[src/rtl/fuzzy_risk_pkg.sv]
// Shared encodings, fuzzy-set breakpoints and widths for the landslide-risk scheduler.
package fuzzy_risk_pkg;

    typedef enum logic [2:0] {
        ST_IDLE   = 3'd0,
        ST_FUZZ   = 3'd1,
        ST_RULE   = 3'd2,
        ST_DEFUZZ = 3'd3,
        ST_HOLD   = 3'd4
    } state_t;

    localparam int MEM_W = 8;
    localparam int DEN_W = 10;
    localparam int NUM_W = 18;

    localparam logic [2:0] N_SLOTS = 3'd6;
    localparam logic [7:0] V_MAX   = 8'd100;

    localparam logic [7:0] LOW_A  = 8'd0,  LOW_B  = 8'd20, LOW_C  = 8'd40;
    localparam logic [7:0] MED_A  = 8'd30, MED_B  = 8'd50, MED_C  = 8'd70;
    localparam logic [7:0] HIGH_A = 8'd60, HIGH_B = 8'd80, HIGH_C = 8'd100;

    localparam logic [NUM_W-1:0] W_HIGH    = 18'd255;
    localparam logic [NUM_W-1:0] W_MED     = 18'd170;
    localparam logic [NUM_W-1:0] W_LOW     = 18'd85;
    localparam logic [NUM_W-1:0] MEM_SCALE = 18'd255;

    typedef struct packed {
        logic [NUM_W-1:0] dividend;
        logic [DEN_W-1:0] divisor;
    } div_op_t;

    // Divider operands for one triangular membership; out-of-support values divide 0 by 1.
    function automatic div_op_t member_op(input logic [7:0] v, input logic [1:0] set_sel);
        logic [7:0] a, b, c;
        div_op_t    op;
        case (set_sel)
            2'd0:    begin a = LOW_A;  b = LOW_B;  c = LOW_C;  end
            2'd1:    begin a = MED_A;  b = MED_B;  c = MED_C;  end
            default: begin a = HIGH_A; b = HIGH_B; c = HIGH_C; end
        endcase
        op.dividend = '0;
        op.divisor  = DEN_W'(1);
        if (v > a && v <= b) begin
            op.dividend = NUM_W'(v - a) * MEM_SCALE;
            op.divisor  = DEN_W'(b - a);
        end else if (v > b && v <= c) begin
            op.dividend = NUM_W'(c - v) * MEM_SCALE;
            op.divisor  = DEN_W'(c - b);
        end
        return op;
    endfunction

endpackage

[src/rtl/fuzzy_serial_div.sv]
// Shared restoring divider: one load cycle then DIV_W shift-subtract steps.
// o_done is visible DIV_W+1 cycles after the cycle i_start was asserted;
// a new i_start may be issued in the done cycle to run back-to-back.
module fuzzy_serial_div import fuzzy_risk_pkg::*; #(
    parameter int DIV_W = 18
) (
    input  logic             clk,
    input  logic             rst_n,
    input  logic             i_start,
    input  logic [DIV_W-1:0] i_dividend,
    input  logic [DEN_W-1:0] i_divisor,
    output logic             o_busy,
    output logic             o_done,
    output logic [DIV_W-1:0] o_quotient
);
    localparam int CNT_W = $clog2(DIV_W + 1);

    logic             r_busy;
    logic [CNT_W-1:0] r_cnt;
    logic [DEN_W-1:0] r_rem;
    logic [DEN_W-1:0] r_div;
    logic [DIV_W-1:0] r_quo;
    logic             w_iter;
    logic [DEN_W:0]   w_shift;
    logic [DEN_W:0]   w_diff;
    logic             w_ge;

    assign w_iter  = r_busy && (r_cnt != '0);
    assign w_shift = {r_rem, r_quo[DIV_W-1]};
    assign w_diff  = w_shift - {1'b0, r_div};
    assign w_ge    = (w_shift >= {1'b0, r_div});

    // Sequencing: load on start, count iterations down, go idle after the done cycle.
    always_ff @(posedge clk or negedge rst_n) begin
        if (!rst_n) begin
            r_busy <= 1'b0;
            r_cnt  <= '0;
        end else if (i_start) begin
            r_busy <= 1'b1;
            r_cnt  <= CNT_W'(DIV_W);
        end else if (w_iter) begin
            r_cnt  <= r_cnt - CNT_W'(1);
        end else begin
            r_busy <= 1'b0;
        end
    end

    // Arithmetic: dividend bits shift out of r_quo as quotient bits shift in.
    always_ff @(posedge clk) begin
        if (i_start) begin
            r_rem <= '0;
            r_quo <= i_dividend;
            r_div <= i_divisor;
        end else if (w_iter) begin
            r_rem <= w_ge ? w_diff[DEN_W-1:0] : w_shift[DEN_W-1:0];
            r_quo <= {r_quo[DIV_W-2:0], w_ge};
        end
    end

    assign o_busy     = r_busy;
    assign o_done     = r_busy && (r_cnt == '0);
    assign o_quotient = r_quo;

endmodule

[src/rtl/fuzzy_risk_scheduler.sv]
// Multi-cycle landslide-risk controller: six membership divisions and one
// defuzzification division per sample on a single shared serial divider,
// valid/ready on both sides and a hysteretic alarm flag.
module fuzzy_risk_scheduler import fuzzy_risk_pkg::*; #(
    parameter int DIV_W    = 18,
    parameter int ALARM_HI = 200,
    parameter int ALARM_LO = 150
) (
    input  logic       clk,
    input  logic       rst_n,
    input  logic       in_valid,
    output logic       in_ready,
    input  logic [7:0] rain_fall,
    input  logic [7:0] soil_moisture,
    output logic       out_valid,
    input  logic       out_ready,
    output logic [7:0] risk,
    output logic       alarm,
    output logic       busy
);
    localparam logic [7:0] ALARM_HI_V = 8'(ALARM_HI);
    localparam logic [7:0] ALARM_LO_V = 8'(ALARM_LO);

    state_t           r_state, w_next_state;
    logic [7:0]       r_rain, r_soil;
    logic [2:0]       r_idx;
    logic [MEM_W-1:0] r_mem [6];
    logic             r_den_zero;
    logic [7:0]       r_risk;
    logic             r_alarm;

    logic             w_accept;
    logic             w_div_start, w_div_busy, w_div_done;
    logic [DIV_W-1:0] w_div_q;
    logic             w_unused_q;
    div_op_t          w_div_op, w_fuzz_op;
    logic [7:0]       w_slot_val;
    logic [1:0]       w_set_sel;
    logic [MEM_W-1:0] w_s1, w_s2, w_s3;
    logic [NUM_W-1:0] w_num;
    logic [DEN_W-1:0] w_den;
    logic [7:0]       w_risk_new;

    function automatic logic [7:0] clamp_pct(input logic [7:0] v);
        return (v > V_MAX) ? V_MAX : v;
    endfunction

    function automatic logic [MEM_W-1:0] fmin(input logic [MEM_W-1:0] x, input logic [MEM_W-1:0] y);
        return (x < y) ? x : y;
    endfunction

    assign w_accept   = in_valid && in_ready;
    // Slots 0..2 are rain low/med/high, 3..5 are soil low/med/high.
    assign w_slot_val = (r_idx < 3'd3) ? r_rain : r_soil;
    assign w_set_sel  = (r_idx < 3'd3) ? r_idx[1:0] : 2'(r_idx - 3'd3);
    assign w_fuzz_op  = member_op(w_slot_val, w_set_sel);

    // r_mem[0..5] holds rain low/med/high, soil low/med/high after the FUZZ pass.
    assign w_s1  = fmin(r_mem[2], r_mem[5]);
    assign w_s2  = fmin(r_mem[1], r_mem[4]);
    assign w_s3  = fmin(r_mem[0], r_mem[3]);
    assign w_num = NUM_W'(w_s1) * W_HIGH + NUM_W'(w_s2) * W_MED + NUM_W'(w_s3) * W_LOW;
    assign w_den = DEN_W'(w_s1) + DEN_W'(w_s2) + DEN_W'(w_s3);

    assign w_risk_new = r_den_zero ? 8'd0 : w_div_q[7:0];
    assign w_unused_q = ^w_div_q[DIV_W-1:MEM_W];

    fuzzy_serial_div #(.DIV_W(DIV_W)) u_div (
        .clk        (clk),
        .rst_n      (rst_n),
        .i_start    (w_div_start),
        .i_dividend (DIV_W'(w_div_op.dividend)),
        .i_divisor  (w_div_op.divisor),
        .o_busy     (w_div_busy),
        .o_done     (w_div_done),
        .o_quotient (w_div_q)
    );

    // State register.
    always_ff @(posedge clk or negedge rst_n) begin
        if (!rst_n) r_state <= ST_IDLE;
        else        r_state <= w_next_state;
    end

    // Next-state logic; r_idx counts slots already started, so done with r_idx==6 ends FUZZ.
    always_comb begin
        w_next_state = r_state;
        case (r_state)
            ST_IDLE:   if (w_accept) w_next_state = ST_FUZZ;
            ST_FUZZ:   if (w_div_done && r_idx == N_SLOTS) w_next_state = ST_RULE;
            ST_RULE:   w_next_state = ST_DEFUZZ;
            ST_DEFUZZ: if (w_div_done) w_next_state = ST_HOLD;
            ST_HOLD:   if (out_ready) w_next_state = ST_IDLE;
            default:   w_next_state = ST_IDLE;
        endcase
    end

    // Outputs and divider issue; RULE feeds num/den straight into the divider load.
    always_comb begin
        in_ready    = rst_n && (r_state == ST_IDLE);
        busy        = (r_state != ST_IDLE);
        out_valid   = (r_state == ST_HOLD);
        w_div_start = 1'b0;
        w_div_op    = w_fuzz_op;
        case (r_state)
            ST_FUZZ: w_div_start = (r_idx != N_SLOTS) && (!w_div_busy || w_div_done);
            ST_RULE: begin
                w_div_start       = 1'b1;
                w_div_op.dividend = (w_den == '0) ? '0 : w_num;
                w_div_op.divisor  = (w_den == '0) ? DEN_W'(1) : w_den;
            end
            default: ;
        endcase
    end

    // Control and result registers: slot counter, zero-denominator flag, risk and alarm.
    always_ff @(posedge clk or negedge rst_n) begin
        if (!rst_n) begin
            r_idx      <= '0;
            r_den_zero <= 1'b0;
            r_risk     <= '0;
            r_alarm    <= 1'b0;
        end else begin
            if (w_accept)
                r_idx <= '0;
            else if (r_state == ST_FUZZ && w_div_start)
                r_idx <= r_idx + 3'd1;
            if (r_state == ST_RULE)
                r_den_zero <= (w_den == '0);
            if (r_state == ST_DEFUZZ && w_div_done) begin
                r_risk <= w_risk_new;
                if (w_risk_new >= ALARM_HI_V)     r_alarm <= 1'b1;
                else if (w_risk_new < ALARM_LO_V) r_alarm <= 1'b0;
            end
        end
    end

    // Sample capture with clamping, and membership shift-in as each FUZZ slot completes.
    always_ff @(posedge clk) begin
        if (w_accept) begin
            r_rain <= clamp_pct(rain_fall);
            r_soil <= clamp_pct(soil_moisture);
        end
        if (r_state == ST_FUZZ && w_div_done) begin
            for (int i = 0; i < 5; i++) r_mem[i] <= r_mem[i+1];
            r_mem[5] <= w_div_q[MEM_W-1:0];
        end
    end

    assign risk  = r_risk;
    assign alarm = r_alarm;

endmodule

[config.mk]
export PLATFORM = sky130hd
export DESIGN_NAME = fuzzy_risk_scheduler
export DESIGN_NICKNAME = d
export VERILOG_FILES = /design/src/rtl/fuzzy_risk_pkg.sv /design/src/rtl/fuzzy_serial_div.sv /design/src/rtl/fuzzy_risk_scheduler.sv
export SDC_FILE = /design/constraint.sdc
export NUM_CORES = 1
export LEC_CHECK = 0
export BUFFER_PORTS_ARGS = -buffer_cell sky130_fd_sc_hd__buf_2
export CORE_UTILIZATION = 30
export DETAILED_ROUTE_END_ITERATION = 7
export PLACE_DENSITY = 0.56
export SYNTH_ARGS = -nofsm -noshare
export SYNTH_HDL_FRONTEND = slang
export SYNTH_SLANG_ARGS = --single-unit
[constraint.sdc]
create_clock -name clk -period 9.56 [get_ports clk]
set_input_delay 0.956 -clock clk [delete_from_list [all_inputs] [get_ports clk]]
set_output_delay 0.956 -clock clk [all_outputs]
set_load 0.005 [all_outputs]
==> metrics <==
status completed; HP Class reg -> reg; worst-margin pin slew about 1200 ps; met1 global-route usage 0.185; Final Routed Wirelength about 35 mm; RSZ-0062 raised after global routing no; post-route minimum period between 8000 and 9000 ps; number of port buffers 31; Crit. End Element flop; share of cells above drive strength 1 0.0767; ys flop type edfxtp_1; fin crit share 0.925; clk_lat worst skew approximately 440 ps; GR Util All Layers 0.139; DPL Wire Length 29.7 mm; vias post-DR 10700; r2r startpoint r_mem[4][1]; first-pass GRT wire length 57.9 mm; fin. max-slew vios 0; clock root buffer clkbuf_16; crit path from r_mem[4][1]; ANT cells 0; Setup Fix Bufs, Post-CTS 0; cell mode on critical path ha_1; Crit Path Category reg -> reg; CP max FO 10; register area share after synthesis 0.226; Clk pin slew, worst setup/hold paths 60 ps; Worst setup SP type flop; Yosys cell types 79; largest net degree at the start of global routing between 40 and 50; EDFF count, synth 92; Sink Count 124; number of endpoints failing setup at the final stage 0; Mean Syn Cell Area roughly 10 sq um; routability congestion estimate 0.904; vias per std cell ~4.7; Final Non-Filler Cells 2284; Nets between 1500 and 2000; area grow syn2layout 9.92%; grt met2 use 0.225; CTS buffer count 17; Die Ht ~230 um; required time of the critical path slightly below 10000 ps; Placement Rows 83; # hold bufs at CTS 0; Slew headroom 0.204; CP peak stage delay 550 ps; die width 230 um; maxcap violations 0; area leader, netlist fa_1; initial antenna violation count 0; Yosys top cell area share 0.216; Area contributors post-synth fa_1 (22%), edfxtp_1 (18%), ha_1 (17%); max frequency 113 MHz; critical path arrival 9010 ps; setup_tns 0 ps; Max H-tree Level 4; grt ovf 0; Initial Util 0.303; core area 51300 sq um; utilization after layout 0.333; Syn Inst Count 1560; vias in the first global route 11000; Placed Cells approximately 2300; count of boundary I/O pins 32; initial detailed-routing violation count approximately 480; die area approximately 53000 sq um; CTS tree yes; clk buf depth 2; Final Hold Fails 0; mean routed wirelength per cell 15.2 um; cell area after technology mapping 15500 sq um; register bit total from synthesis 124; post-cts sizing count 0; synthesis warning total 0; Hold WS 457 ps; slowest CP cell fa_1; min-delay src u_div.r_rem[9]; drt pass-1 iters 5; Synth async-reset ratio 0.177; Layout Skew 13.3 ps; Remaining DRCs 0; global routing's busiest layer met2; antenna violation net count after detailed routing 0; grt met3 use 0.0220
metrics by stage:
stage,area [sq um],setup WS (ps)
final,17100,718
after floorplan,15500,1200
after detailed placement,16500,750
after CTS,17100,718
after global placement,16500,884
after global routing,17100,152
synthesized netlist by cell type (8+ instances only):
master	count
a21oi_1	61
dfxtp_1	10
nand3_1	21
a21o_1	28
ha_1	216
edfxtp_1	92
o22ai_1	10
a21boi_0	9
mux2i_1	29
nand3b_1	11
nand2b_1	20
or2_2	8
nor2b_1	14
fa_1	168
and2_1	15
nand2_1	78
inv_1	345
xnor2_1	45
nor2_1	63
nor3_1	16
o21a_1	18
xor2_1	30
o21ai_0	54
a221oi_1	12
clkbuf_1	17
mux2_2	28
dfrtp_1	22
final cells by class:
cell class,count,area [sq um]
fill,5268,34200
multi-input combinational,1064,10600
sequential,124,3510
inverter,345,1290
tap,680,851
clock buffer,17,425
timing repair buffer,39,215
clock inverter,15,184
state kept, by name (all words and copies together) (netlist names):
name,flops
r_idx,3
u_div.r_div,10
r_rain,8
u_div.o_busy,1
alarm,1
r_soil,8
u_div.r_cnt,5
u_div.o_quotient,18
r_state,3
risk,8
r_mem,48
u_div.r_rem,10
r_den_zero,1
kinds of logic (layout without fill, tap and decap cells):
| group | after synthesis | after routing | share of synthesized area |
|---|---|---|---|
| buf+inv | 373 | 416 | 0.0925 |
| mux | 61 | 61 | 0.0437 |
| flops | 124 | 124 | 0.226 |
| xor+xnor | 77 | 77 | 0.0443 |
| other cells | 1 | 2 | 0.000241 |
| compound gates | 270 | 270 | 0.118 |
| fa+ha+maj | 384 | 384 | 0.390 |
| simple gates | 270 | 270 | 0.0856 |
critical path, delay by kind of cell (launching register included):
family                   cells  cell delay (ps)
buffers and inverters        6              550
AO/OA/AOI/OAI               15             2950
XOR/XNOR                     2              320
multiplexers                 1              340
flip-flops                   1              430
adder cells (fa/ha/maj)     10             3580
AND/OR/NAND/NOR              3              380
routing by layer:
layer	vias up	wire length, um
li1	5238	-
met1	5221	16500
met5	-	0
met3	52	893
met2	143	16200
met4	0	1050
layout by cell type (no fill, tap or decap), types with 7 or more instances in the layout:
master	instances
inv_1	345
ha_1	216
fa_1	168
edfxtp_1	92
nand2_1	78
nor2_1	63
a21oi_1	61
o21ai_0	54
xnor2_1	45
buf_2	31
xor2_1	30
mux2i_1	29
a21o_1	28
mux2_2	28
dfrtp_1	22
nand3_1	21
nand2b_1	20
o21a_1	18
clkbuf_16	17
and2_1	15
nor3_1	15
nor2b_1	14
a221oi_1	12
nand3b_1	11
o22ai_1	10
dfxtp_1	10
a21boi_0	9
or2_2	8
buf_4	8
o21bai_1	7
a22oi_1	7
final timing paths:
kind	endpoint	slack (ps)	depth (start not counted)
max	u_div.o_quotient[16]	720	37
min	u_div.r_rem[9]	460	2
max reg2reg	u_div.o_quotient[16]	720	37
min in group asynchronous	u_div.r_cnt[3]	490	1
min reg2reg	u_div.r_rem[9]	460	2
max in group asynchronous	risk[6]	8720	1
Power is not shown: default switching activity piles up to over one toggle a cycle in this logic, so the estimate is an artifact.
